==> config.mk <==
export PLATFORM = sky130hd
export DESIGN_NAME = rf_wb_arbiter
export DESIGN_NICKNAME = d
export VERILOG_FILES = /design/src/rtl/rf_wb_pkg.sv /design/src/rtl/rf_rr_arbiter.sv /design/src/rtl/rf_wb_arbiter.sv
export SDC_FILE = /design/constraint.sdc
export NUM_CORES = 1
export LEC_CHECK = 0
export BUFFER_PORTS_ARGS = -buffer_cell sky130_fd_sc_hd__buf_4
export CAP_MARGIN = 20
export CORE_MARGIN = 4
export CORE_UTILIZATION = 30
export CTS_CLUSTER_DIAMETER = 50
export DETAILED_ROUTE_END_ITERATION = 10
export GPL_TIMING_DRIVEN = 0
export MAX_ROUTING_LAYER = met4
export PLACE_DENSITY = 0.52
export SLEW_MARGIN = 20
export SYNTH_ARGS = -nofsm -noshare
export SYNTH_HDL_FRONTEND = slang
export SYNTH_SLANG_ARGS = --single-unit
==> constraint.sdc <==
create_clock -name clk -period 4.7 [get_ports clk]
set_input_delay 0.705 -clock clk [delete_from_list [all_inputs] [get_ports clk]]
set_output_delay 0.705 -clock clk [all_outputs]
set_load 0.005 [all_outputs]
==> src/rtl/rf_wb_pkg.sv <==
// Shared constants and types for the register-file writeback arbiter.
// The optional bypass path is enabled by defining RF_WB_BYPASS_EN.
package rf_wb_pkg;

    localparam int AW      = 5;
    localparam int DW      = 32;
    localparam int NREGS   = 32;
    localparam int CNT_W   = 2;
    localparam int CNT_MAX = (1 << CNT_W) - 1;

    typedef logic [AW-1:0] reg_addr_t;
    typedef logic [DW-1:0] data_word_t;

    // Round-robin successor of a grant index, wrapping at n.
    function automatic int rr_next(input int idx, input int n);
        return (idx + 1 >= n) ? 0 : idx + 1;
    endfunction

endpackage

==> src/rtl/rf_rr_arbiter.sv <==
// Round-robin grant selection: the search starts at ptr_i and wraps modulo N.
// Pure combinational; the pointer itself lives in the parent.
module rf_rr_arbiter #(
    parameter int N  = 2,
    parameter int IW = 1
) (
    input  logic [N-1:0]  valid_i,
    input  logic [IW-1:0] ptr_i,
    output logic [N-1:0]  grant_o,
    output logic [IW-1:0] gidx_o,
    output logic          any_o
);

    logic [IW:0]   sum;
    logic [IW-1:0] idx;

    // Scan requesters from ptr_i upward; the first valid one wins.
    always_comb begin
        grant_o = '0;
        gidx_o  = '0;
        any_o   = 1'b0;
        sum     = '0;
        idx     = '0;
        for (int k = 0; k < N; k++) begin
            sum = {1'b0, ptr_i} + (IW+1)'(k);
            if (sum >= (IW+1)'(N)) begin
                sum = sum - (IW+1)'(N);
            end
            idx = sum[IW-1:0];
            if (!any_o && valid_i[idx]) begin
                any_o        = 1'b1;
                grant_o[idx] = 1'b1;
                gidx_o       = idx;
            end
        end
    end

endmodule

==> src/rtl/rf_wb_arbiter.sv <==
// Register-file writeback arbiter with pending-write scoreboard.
// Round-robin arbitration over NUM_REQ sources, one registered write per
// cycle to the regfile, per-register pending counters for hazard checks.
// Optional same-cycle bypass of the registered write: RF_WB_BYPASS_EN.
//
// Handshake: requester i transfers when req_valid[i] & req_ready[i] are both
// high on a rising clk edge; req_ready never depends on the register port
// being free (there is no backpressure), only on arbitration and reset.
module rf_wb_arbiter
    import rf_wb_pkg::*;
#(
    parameter int NUM_REQ = 2,
    parameter int AW      = rf_wb_pkg::AW,
    parameter int DW      = rf_wb_pkg::DW,
    parameter int CNT_W   = rf_wb_pkg::CNT_W
) (
    input  logic                  clk,
    input  logic                  reset,
    input  logic [NUM_REQ-1:0]    req_valid,
    output logic [NUM_REQ-1:0]    req_ready,
    input  logic [NUM_REQ*AW-1:0] req_waddr,
    input  logic [NUM_REQ*DW-1:0] req_wdata,
    output logic                  rf_we,
    output logic [AW-1:0]         rf_waddr,
    output logic [DW-1:0]         rf_wdata,
    input  logic                  alloc_valid,
    input  logic [AW-1:0]         alloc_addr,
    output logic                  alloc_ready,
    input  logic [AW-1:0]         chk_addr1,
    input  logic [AW-1:0]         chk_addr2,
    output logic                  chk_busy1,
    output logic                  chk_busy2,
    output logic                  fwd_hit1,
    output logic                  fwd_hit2,
    output logic [DW-1:0]         fwd_data1,
    output logic [DW-1:0]         fwd_data2,
    output logic                  sb_err
);

    localparam int IW = (NUM_REQ > 1) ? $clog2(NUM_REQ) : 1;
    localparam int NR = 1 << AW;
    localparam logic [CNT_W-1:0] CNT_SAT = {CNT_W{1'b1}};

    logic [NUM_REQ-1:0] grant;
    logic [IW-1:0]      gidx;
    logic               any_grant;
    logic               hs;
    logic [AW-1:0]      g_addr;
    logic [DW-1:0]      g_data;

    logic [IW-1:0]      ptr_q, ptr_d;
    logic               rf_we_q;
    logic [AW-1:0]      rf_waddr_q;
    logic [DW-1:0]      rf_wdata_q;

    logic [CNT_W-1:0]   cnt_q [NR];
    logic [CNT_W-1:0]   cnt_d [NR];
    logic               sb_err_q, sb_err_d;
    logic               alloc_fire;

    rf_rr_arbiter #(
        .N  (NUM_REQ),
        .IW (IW)
    ) u_arb (
        .valid_i (req_valid),
        .ptr_i   (ptr_q),
        .grant_o (grant),
        .gidx_o  (gidx),
        .any_o   (any_grant)
    );

    // Grants are masked while reset is held so nothing transfers.
    assign req_ready = reset ? '0 : grant;
    assign hs        = any_grant & ~reset;
    assign g_addr    = req_waddr[gidx*AW +: AW];
    assign g_data    = req_wdata[gidx*DW +: DW];

    // Pointer advances past the winner only when a transfer happens.
    always_comb begin
        ptr_d = ptr_q;
        if (hs) begin
            ptr_d = IW'(rr_next(int'(gidx), NUM_REQ));
        end
    end

    // Pointer and registered regfile write; writes to r0 are swallowed here.
    always_ff @(posedge clk or posedge reset) begin
        if (reset) begin
            ptr_q      <= '0;
            rf_we_q    <= 1'b0;
            rf_waddr_q <= '0;
            rf_wdata_q <= '0;
        end else begin
            ptr_q   <= ptr_d;
            rf_we_q <= hs && (g_addr != '0);
            if (hs) begin
                rf_waddr_q <= g_addr;
                rf_wdata_q <= g_data;
            end
        end
    end

    assign rf_we    = rf_we_q;
    assign rf_waddr = rf_waddr_q;
    assign rf_wdata = rf_wdata_q;

    // A saturated counter stalls further reservations of that register.
    assign alloc_ready = (alloc_addr == '0) || (cnt_q[alloc_addr] != CNT_SAT);
    assign alloc_fire  = alloc_valid && alloc_ready && (alloc_addr != '0);

    // Scoreboard next state: reserve increments, commit decrements, both cancel.
    always_comb begin
        cnt_d    = cnt_q;
        sb_err_d = sb_err_q;
        if (alloc_fire && !(rf_we_q && (rf_waddr_q == alloc_addr))) begin
            cnt_d[alloc_addr] = cnt_q[alloc_addr] + CNT_W'(1);
        end
        if (rf_we_q && !(alloc_fire && (alloc_addr == rf_waddr_q))) begin
            if (cnt_q[rf_waddr_q] == '0) begin
                sb_err_d = 1'b1;
            end else begin
                cnt_d[rf_waddr_q] = cnt_q[rf_waddr_q] - CNT_W'(1);
            end
        end
    end

    // Scoreboard state; the error flag is sticky until reset.
    always_ff @(posedge clk or posedge reset) begin
        if (reset) begin
            for (int r = 0; r < NR; r++) begin
                cnt_q[r] <= '0;
            end
            sb_err_q <= 1'b0;
        end else begin
            cnt_q    <= cnt_d;
            sb_err_q <= sb_err_d;
        end
    end

    assign sb_err = sb_err_q;

    // Busy reflects stored state; a commit in flight this cycle still counts.
    assign chk_busy1 = (chk_addr1 != '0) && (cnt_q[chk_addr1] != '0);
    assign chk_busy2 = (chk_addr2 != '0) && (cnt_q[chk_addr2] != '0);

`ifdef RF_WB_BYPASS_EN
    // Readers get the value being written this cycle; the regfile still holds old data.
    assign fwd_hit1  = rf_we_q && (rf_waddr_q == chk_addr1) && (chk_addr1 != '0);
    assign fwd_hit2  = rf_we_q && (rf_waddr_q == chk_addr2) && (chk_addr2 != '0);
    assign fwd_data1 = rf_wdata_q;
    assign fwd_data2 = rf_wdata_q;
`else
    assign fwd_hit1  = 1'b0;
    assign fwd_hit2  = 1'b0;
    assign fwd_data1 = '0;
    assign fwd_data2 = '0;
`endif

endmodule

==> results.yml <==
outcome:
  status: "completed"
final_layout:
  fin_cells: 1326
  drive_gt1_frac: 0.328
  ff_latch_area_mm2: 0.00260
  multiInputGateArea_mm2: 0.00475
  nets: 1083
  fill_cells: 2628
  final_util: 0.381
  diodes: 0
  area_growth_syn_to_layout_pct: 25.3
timing:
  worstMarginPinSlew_ns: 0.945
  min_period_over_period: 0.915
  max_clock_freq_mhz: 233
  finalClockSkew_ns: 0.0121
  hold_viol: 0
  slew_headroom: 0.369
  min_period_ns: 4.30
  maxSlewViolCount: 0
  rsz0062_at_grt: "no"
  setup_viol: 0
routing:
  drt_iter0_drc: 593
  drc: 0
  vias: 6799
  viasPerCell: 5.13
  final_antenna_net_count: 0
  wl_per_cell_um: 21.7
  drt_wl_total_um: 28800
  firstDrtPassIters: 6
setup_path:
  worstRegToRegCells: 10
  r2r_end: "cnt_q[57]"
  end_kind: "flip-flop"
  start_kind: "input port"
  worstSetupPathType: "in2reg"
  rrSetupSlack_ns: 0.83
  critPathRequiredTime_ns: 4.91
  cp_max_fo: 10
  crit_arrival_ns: 4.51
  r2r_start: "cnt_q[40]"
floorplan:
  rows: 59
  core_region_area_mm2: 0.0261
  dieArea_mm2: 0.0291
  die_x_um: 171
  die_y_um: 171
  initial_core_util: 0.304
  ios: 204
yosys:
  yosys_warnings: 0
  yosys-top-cells-count: "mux2i_1 (178), dfrtp_1 (104), buf_4 (72)"
  synth-seq-cells: 104
  synthCells: 775
  synth_cell_types: 56
  syn_avg_cell_area_um2: 10.2
  async_flop_share: 1.00
  syn_area_mm2: 0.00793
  synth_top_area_frac: 0.328
  yosysMostFrequentCell: "mux2i_1"
  synth_edf_count: 0
  ys.flop_type: "dfrtp_1"
  synth_top_cell_by_area: "dfrtp_1"
  seq_area_frac_synth: 0.328
  yosys-top-cells-area: "dfrtp_1 (33%), mux2i_1 (22%), mux4_2 (9.1%)"
global_routing:
  grt_max_degree: 59
  grt_pass1_vias: 6738
  grt_pass1_wl_um: 42500
  antenna_found_initial: 0
  grt.total_usage: 0.199
  overflow: 0
clock_tree:
  post-cts-setup-buffer-count: 0
  htreeDepth: 3
  clock_path_buffers: 2
  cts_tree: "done"
  numCtsBuffers: 9
  clk_pin_slew_ns: 0.07
  cts_hold_buf: 0
  root_buffer: "clkbuf_16"
  cts_resized: 0
  cts.sinks: 104
  clkLatencyLatePin_ns: 0.36
job:
  maxCapViolations: 0
power_and_ir_drop:
  finalPower_uw: 4550
  powerDensity_mw_per_mm2: 458
  p_leak_uw: 0.00468
  peakVddDrop_v: 0.000225
min_path:
  min_path_type: "in2async"
place:
  post-place-cells: 1311
  io_buffer_count: 135
  dp.final_hpwl_um: 22400
  gp_congestion: 0.996
-- critical path, stage by stage --
cell and delay [ns]:
buf_4 0.12, buf_6 0.18, buf_6 0.18, mux2i_1 0.25, o32ai_1 0.18, o21ai_1 0.76
nand4_1 0.19, ha_1 0.28, nor2b_1 0.26, nand3_1 0.51, or3_1 0.60, mux2i_1 0.18
mux2i_1 0.10
-- routing by layer --
layer,GRT usage,vias to the layer above,part of all wire
li1,-,3133,-
met1,0.267,3274,0.44
met2,0.302,355,0.45
met3,0.0485,37,0.088
met4,0.0552,0,0.021
met5,-,-,0
-- through the flow --
step           TNS [ns]  cell area, um^2  hold WS (ns)  worst slack, ns
6_report              0             9940         0.382            0.400
4_1_cts               0             9930         0.394            0.429
2_1_floorplan         0             8180         0.451            0.461
5_1_grt               0             9940         0.423            0.139
3_3_place_gp     -68.00             9610         0.448            -1.23
3_5_place_dp          0             9640         0.449           0.0332
-- state kept, by name, indices dropped and copies added (netlist names) --
register and count:
rf_waddr 5, sb_err 1, rf_we 1, ptr_q 1
cnt_q 64, rf_wdata 32
-- report_power, final --
| group | total [uW] | switching (uW) | internal, uW | leakage (uW) |
|---|---|---|---|---|
| Sequential | 1670 | 458 | 1210 | 0.00127 |
| Clock | 775 | 363 | 412 | 0.000143 |
| Combinational | 2110 | 1200 | 911 | 0.00327 |
-- cells in the final DEF (no fill, tap or decap), types with 7 or more instances in the layout --
cell type  netlist  routed
a211oi_1        10      10
nand2_1         50      50
conb_1           1      66
mux4_2          32      32
clkbuf_1        20      21
buf_2           15      15
inv_1           10       9
or3_1           11      11
buf_6            8       8
buf_4           72     207
nand3_1         19      19
nor2_1          37      37
nand3b_1         7       7
nor3_1          28      28
a21oi_1         22      22
clkbuf_16        0       9
mux2i_1        178     178
o21ai_0         42      42
dfrtp_1        104     104
nor3_2          28      28
-- cell type report --
class,count,share of cell area
buffer,119,0.0801
clock buffer,10,0.0230
clock inverter,5,0.00579
timing repair buffer,136,0.105
multi-input combinational,606,0.478
tap,335,0.0422
inverter,11,0.00466
sequential,104,0.262
-- worst max path at each step --
stage / startpoint / endpoint / slack [ns] / cells after the start
2_1_floorplan: reset / rf_we / 0.46 / 5
3_3_place_gp: reset / rf_we / -1.23 / 6
3_5_place_dp: alloc_addr[1] / cnt_q[57] / 0.03 / 13
4_1_cts: alloc_addr[1] / cnt_q[57] / 0.43 / 13
5_1_grt: alloc_addr[1] / cnt_q[33] / 0.14 / 13
6_report: alloc_addr[1] / cnt_q[57] / 0.40 / 13
-- logic make-up after synthesis --
logic type                 after synthesis  share of synthesized area
adders and majority gates                2                    0.00315
xor gates and xnor gates                 5                    0.00552
DFF                                    104                      0.328
buffers and inverters                  130                      0.106
other                                    1                   0.000473
muxes                                  213                      0.320
and+or+nand+nor                        216                      0.156
AOI/OAI and AO/OA                      104                     0.0809
(Power assumes the default switching activity.)
